<file path="config.mk">
export PLATFORM = sky130hd
export DESIGN_NAME = l4_stream_reader_flat
export DESIGN_NICKNAME = d
export VERILOG_FILES = /design/src/rtl/l4_stream_reader_if.sv /design/src/rtl/l4_stream_reader.sv /design/src/flat_wrapper.sv
export SDC_FILE = /design/constraint.sdc
export NUM_CORES = 2
export LEC_CHECK = 0
export ABC_AREA = 1
export CORE_AREA = 2 2 458 460
export DETAILED_ROUTE_END_ITERATION = 10
export DIE_AREA = 0 0 460 462
export PLACE_DENSITY = 0.48
export SYNTH_ARGS = -nofsm -noshare
export SYNTH_HDL_FRONTEND = slang
export SYNTH_SLANG_ARGS = --single-unit
</file>
<file path="constraint.sdc">
create_clock -name clk -period 69 [get_ports clk]
set_input_delay 13.8 -clock clk [delete_from_list [all_inputs] [get_ports clk]]
set_output_delay 13.8 -clock clk [all_outputs]
set_load 0.02 [all_outputs]
</file>
<file path="src/rtl/l4_stream_reader_if.sv">
// Valid/ready stream carrying one indexed activation word per transfer.
interface l4_stream_reader_if #(
    parameter int unsigned DW    = 18,
    parameter int unsigned IDX_W = 6
);
    logic [DW-1:0]    out_data;
    logic [IDX_W-1:0] out_idx;
    logic             out_valid;
    logic             out_ready;
    logic             out_last;

    modport master (
        output out_data,
        output out_idx,
        output out_valid,
        output out_last,
        input  out_ready
    );

    modport slave (
        input  out_data,
        input  out_idx,
        input  out_valid,
        input  out_last,
        output out_ready
    );
endinterface

</file>
<file path="src/rtl/l4_stream_reader.sv">
// Snapshots the layer-4 activation RAM read bus on start, then streams the words
// in index order over a valid/ready handshake with optional ReLU.
module l4_stream_reader #(
    parameter int unsigned N_WORDS = 64,
    parameter int unsigned DW      = 18,
    parameter int unsigned IDX_W   = 6,
    parameter bit          RELU    = 1'b1
) (
    input  logic                            clk,
    input  logic                            rst,
    input  logic                            start_i,
    input  logic [N_WORDS-1:0][DW-1:0]      din_i,
    l4_stream_reader_if.master              out_if,
    output logic                            busy_o,
    output logic                            done_o
);
    typedef enum logic [1:0] {StIdle, StStream, StDone} state_e;

    localparam logic [IDX_W-1:0] LastIdx = IDX_W'(N_WORDS - 1);

    state_e                       state_q, state_d;
    logic [IDX_W-1:0]             idx_q, idx_d;
    logic [N_WORDS-1:0][DW-1:0]   bank_q;
    logic                         capture;
    logic [DW-1:0]                word;
    logic                         valid;

    always_ff @(posedge clk or posedge rst) begin
        if (rst) begin
            state_q <= StIdle;
            idx_q   <= '0;
            bank_q  <= '0;
        end else begin
            state_q <= state_d;
            idx_q   <= idx_d;
            if (capture) begin
                bank_q <= din_i;
            end
        end
    end

    always_comb begin
        state_d = state_q;
        idx_d   = idx_q;
        capture = 1'b0;
        unique case (state_q)
            StIdle: begin
                if (start_i) begin
                    capture = 1'b1;
                    idx_d   = '0;
                    state_d = StStream;
                end
            end
            StStream: begin
                if (out_if.out_ready) begin
                    if (idx_q == LastIdx) begin
                        idx_d   = '0;
                        state_d = StDone;
                    end else begin
                        idx_d = idx_q + IDX_W'(1);
                    end
                end
            end
            StDone: begin
                state_d = StIdle;
            end
            default: begin
                state_d = StIdle;
            end
        endcase
    end

    // Outputs depend only on registered state so out_ready never reaches them.
    always_comb begin
        valid            = (state_q == StStream);
        word             = bank_q[idx_q];
        out_if.out_valid = valid;
        out_if.out_idx   = valid ? idx_q : '0;
        out_if.out_last  = valid && (idx_q == LastIdx);
        out_if.out_data  = '0;
        if (valid && !(RELU && word[DW-1])) begin
            out_if.out_data = word;
        end
        busy_o = (state_q != StIdle);
        done_o = (state_q == StDone);
    end
endmodule
</file>
<file path="src/flat_wrapper.sv">
// flat-port wrapper written by rule: the top's interface ports become plain ports
module l4_stream_reader_flat 
#(
    parameter int unsigned N_WORDS = 64,
    parameter int unsigned DW      = 18,
    parameter int unsigned IDX_W   = 6,
    parameter bit          RELU    = 1'b1
)
  (clk, rst, start_i, din_i, busy_o, done_o, out_if_out_data, out_if_out_idx, out_if_out_valid, out_if_out_last, out_if_out_ready);
  l4_stream_reader_if #(.DW(DW), .IDX_W(IDX_W)) out_if_i ();
  input  logic clk;
  input  logic rst;
  input  logic start_i;
  input  logic [N_WORDS-1:0][DW-1:0] din_i;
  output logic busy_o;
  output logic done_o;
  output wire logic [$bits(out_if_i.out_data)-1:0] out_if_out_data;
  output wire logic [$bits(out_if_i.out_idx)-1:0] out_if_out_idx;
  output wire logic [$bits(out_if_i.out_valid)-1:0] out_if_out_valid;
  output wire logic [$bits(out_if_i.out_last)-1:0] out_if_out_last;
  input wire logic [$bits(out_if_i.out_ready)-1:0] out_if_out_ready;
  assign out_if_out_data = out_if_i.out_data;
  assign out_if_out_idx = out_if_i.out_idx;
  assign out_if_out_valid = out_if_i.out_valid;
  assign out_if_out_last = out_if_i.out_last;
  assign out_if_i.out_ready = out_if_out_ready;
  l4_stream_reader #(.N_WORDS(N_WORDS), .DW(DW), .IDX_W(IDX_W), .RELU(RELU)) u_core (.clk(clk), .rst(rst), .start_i(start_i), .din_i(din_i), .out_if(out_if_i), .busy_o(busy_o), .done_o(done_o));
endmodule
</file>
==> impl_metrics.env <==
export IMPL_status="completed"
export IMPL_setup_violations=0
export IMPL_multiInputGateArea_um2=23170
export IMPL_critPathArrivalTime_ns=6.33
export IMPL_reg2reg_to="u_core.bank_q[1099]$_DFFE_PP0P_"
export IMPL_die_h_um=462
export IMPL_crit_buf_inv=4
export IMPL_min_path_cells=1
export IMPL_overflow=0
export IMPL_dp_cells=8677
export IMPL_cts_resized=0
export IMPL_synth_area_top_cells="dfrtp_1 53%, mux2_2 23%, nand3_1 9.5%"
export IMPL_yosysTopAreaCell="dfrtp_1"
export IMPL_area_growth_synth_to_final_pct=34.22
export IMPL_cp_max_fo=133
export IMPL_clk_path_buf_depth=3
export IMPL_nNetsFinal=7261
export IMPL_fp_dieW_um=460
export IMPL_tightest_slew_ns=1.071
export IMPL_wl_per_cell_um=27.80
export IMPL_synth_seq_cells=1160
export IMPL_ir_drop_v=0.00004645
export IMPL_fillers=21180
export IMPL_drtIter0Drc=3463
export IMPL_holdCritPathClass="flop to flop"
export IMPL_p_per_area_nw_per_um2=44.74
export IMPL_crit_path_end_kind="output port"
export IMPL_r2r_cells=8
export IMPL_postCtsSetupBuffers=0
export IMPL_skew_ns=0.03112
export IMPL_drv_slew=0
export IMPL_period_share_pct=29.18
export IMPL_regToRegStartpoint="u_core.state_q[0]$_DFFE_PP0P_"
export IMPL_startpoint="u_core.idx_q[0]$_DFFE_PP0P_"
export IMPL_cts_hold_buf=0
export IMPL_grt_pass1_wl_um=345100
export IMPL_synth_warnings=0
export IMPL_rsz0062_at_grt="no"
export IMPL_io_pins=1184
export IMPL_start_util_pct=26.20
export IMPL_syn_avg_cell_area_um2=10.70
export IMPL_drt_total_wl_um=250000
export IMPL_grt_pass1_vias=44530
export IMPL_synth_top_area_share_pct=53.25
export IMPL_register_area_um2=29040
export IMPL_cp_common_cell="nand3_1"
export IMPL_regToRegSetupSlack_ns=63.19
export IMPL_drive_above_1_share_pct=23.02
export IMPL_critical_path_class="flop to output port"
export IMPL_grt_use_total_pct=22.86
export IMPL_dp_hpwl_um=181400
export IMPL_num_vias=43570
export IMPL_port_buffers=1182
export IMPL_path_cells="buf_4, buf_12, buf_4, nand2_1, nand3_1, nand3_1, nand3_1, nand3_1, nand3_1, nand2_1, nor2_2, clkdlybuf4s50_1"
export IMPL_fp_dieArea_um2=212500
export IMPL_hold_violations=0
export IMPL_p_leak_nw=32.38
export IMPL_synth_cells=5093
export IMPL_cp_top_family="buffers and inverters"
export IMPL_min_from="u_core.bank_q[429]$_DFFE_PP0P_"
export IMPL_antenna_found_initial=137
export IMPL_syn_nets=6250
export IMPL_cts_inserted_buffers=145
export IMPL_fin_cells=8995
export IMPL_cts_tree="yes"
export IMPL_viasPerCell=4.844
export IMPL_syn_area_um2=54510
export IMPL_gp_routability_congestion=0.8500
export IMPL_synth_distinct_cells=32
export IMPL_cts_root_buf="clkbuf_16"
export IMPL_timing_fmax_mhz=49.67
export IMPL_required_ns=55.20
export IMPL_cpPeakStageDelay_ns=0.92
export IMPL_clk_latency_ns=0.79
export IMPL_drc=0
export IMPL_worstSetupStartpointType="flop"
export IMPL_firstDrtPassIters=5
export IMPL_rows=168
export IMPL_drv_cap=0
export IMPL_slowest_stage="dfrtp_4"
export IMPL_cts_sinks=1160
export IMPL_path_clk_slew_ns=0.06
export IMPL_core_um2=208100
export IMPL_cts_htree_levels=4
export IMPL_min_to="u_core.bank_q[429]$_DFFE_PP0P_"
export IMPL_fin_setup_tns_ns=0
export IMPL_period_needed_ns=20.13
export IMPL_seq_area_frac_synth_pct=53.25
export IMPL_relSlewSlack_pct=28.60
export IMPL_grt_max_degree=225
export IMPL_antenna_left=0
-- worst max path at each step --
stage	to	slack, ns	cells past startpoint
final	out_if_out_data[10]	48.87	12
after global routing	out_if_out_data[10]	48.65	12
after CTS	out_if_out_data[10]	48.83	12
after detailed placement	u_core.bank_q[1099]$_DFFE_PP0P_	49.32	8
after global placement	u_core.bank_q[945]$_DFFE_PP0P_	49.40	8
after floorplan	u_core.bank_q[0]$_DFFE_PP0P_	22.53	1
-- routing by layer --
metal  wire, µm  track usage, %
met5        652               0
met1     101100           27.61
met3      20560           7.740
met4       6777           7.267
met2     121000           38.15
-- worst reg2reg max path, stage by stage, from the launching register on --
cell     delay [ns]
dfrtp_1        0.37
nor2_1         0.09
nand2_4        0.56
buf_4          0.85
buf_4          0.74
buf_4          0.71
buf_4          0.89
buf_4          0.95
mux2_2         0.52
-- power breakdown --
group          switching [mW]  internal (mW)
clock network           0.317          0.451
registers               0.172          0.966
logic                   0.840          0.527
-- Yosys cell counts --
library cell  instances
o211ai_1              4
nor2_4                1
o21ai_1               9
o31ai_1               1
nor2_1               49
buf_1                21
dfrtp_1            1160
inv_2                 1
nand2_1            1164
mux2_2             1125
inv_6                 1
inv_1                36
inv_4                 1
o21ai_0              20
clkbuf_1             19
o22ai_1               1
nor3_1                3
conb_1                1
a21oi_1              72
nand3_4               1
a211oi_1              1
nand2_4               1
buf_2               264
nand4_1               1
buf_6                28
nand3_1            1040
ha_1                  1
clkinv_1              1
a21boi_0              4
or2_2                 1
buf_4                51
nor2_2               10
-- flip-flops by register name, indices dropped and copies added (netlist names) --
| signal | flops |
|---|---|
| u_core.state_q | 2 |
| u_core.idx_q | 6 |
| u_core.bank_q | 1152 |
-- cells by family after synthesis --
kind of cell    after synthesis  share of synthesized area, %
simple gates               2271                         18.14
flops                      1160                         53.25
mux                        1125                         23.24
buf+inv                     423                         4.269
compound gates              112                         1.076
fa+ha+maj                     1                       0.02295
other cells                   1                      0.006879
-- layout by cell type (no fill, tap or decap), types with 6 or more instances in the layout --
cell / n
clkbuf_8: 32
dfrtp_1: 1155
o21ai_0: 20
clkbuf_1: 40
buf_4: 56
clkdlybuf4s50_1: 1182
mux2_2: 1125
nand3_1: 1040
nor2_2: 10
clkinv_2: 13
buf_12: 9
o21ai_1: 9
nor2_1: 49
diode_2: 64
clkbuf_16: 153
clkinvlp_4: 6
inv_1: 33
a21oi_1: 72
nand2_1: 1163
-- area by class of cell --
cell class	count	share of cell area (%)
Inverter	40	0.2873
Clock buffer	225	6.040
Multi-Input combinational cell	3510	31.66
Clock inverter	29	0.4566
Tap cell	2720	4.651
Sequential cell	1160	39.69
Antenna cell	64	0.2189
Timing Repair Buffer	1247	16.99
-- through the flow --
step	setup WS, ns	cell area [µm²]	hold WS, ns	power [mW]	utilization [%]
global placement	49.40	68260	0.4861	2.525	32.80
CTS	48.83	73010	0.5045	3.329	35.08
global route	48.65	73090	0.5089	3.481	35.12
finish	48.87	73170	0.5025	3.274	35.16
floorplan	22.53	54510	0.4737	1.957	-
detailed placement	49.32	68260	0.4919	2.545	32.80
Note: power is estimated with default switching activity, not from simulation.
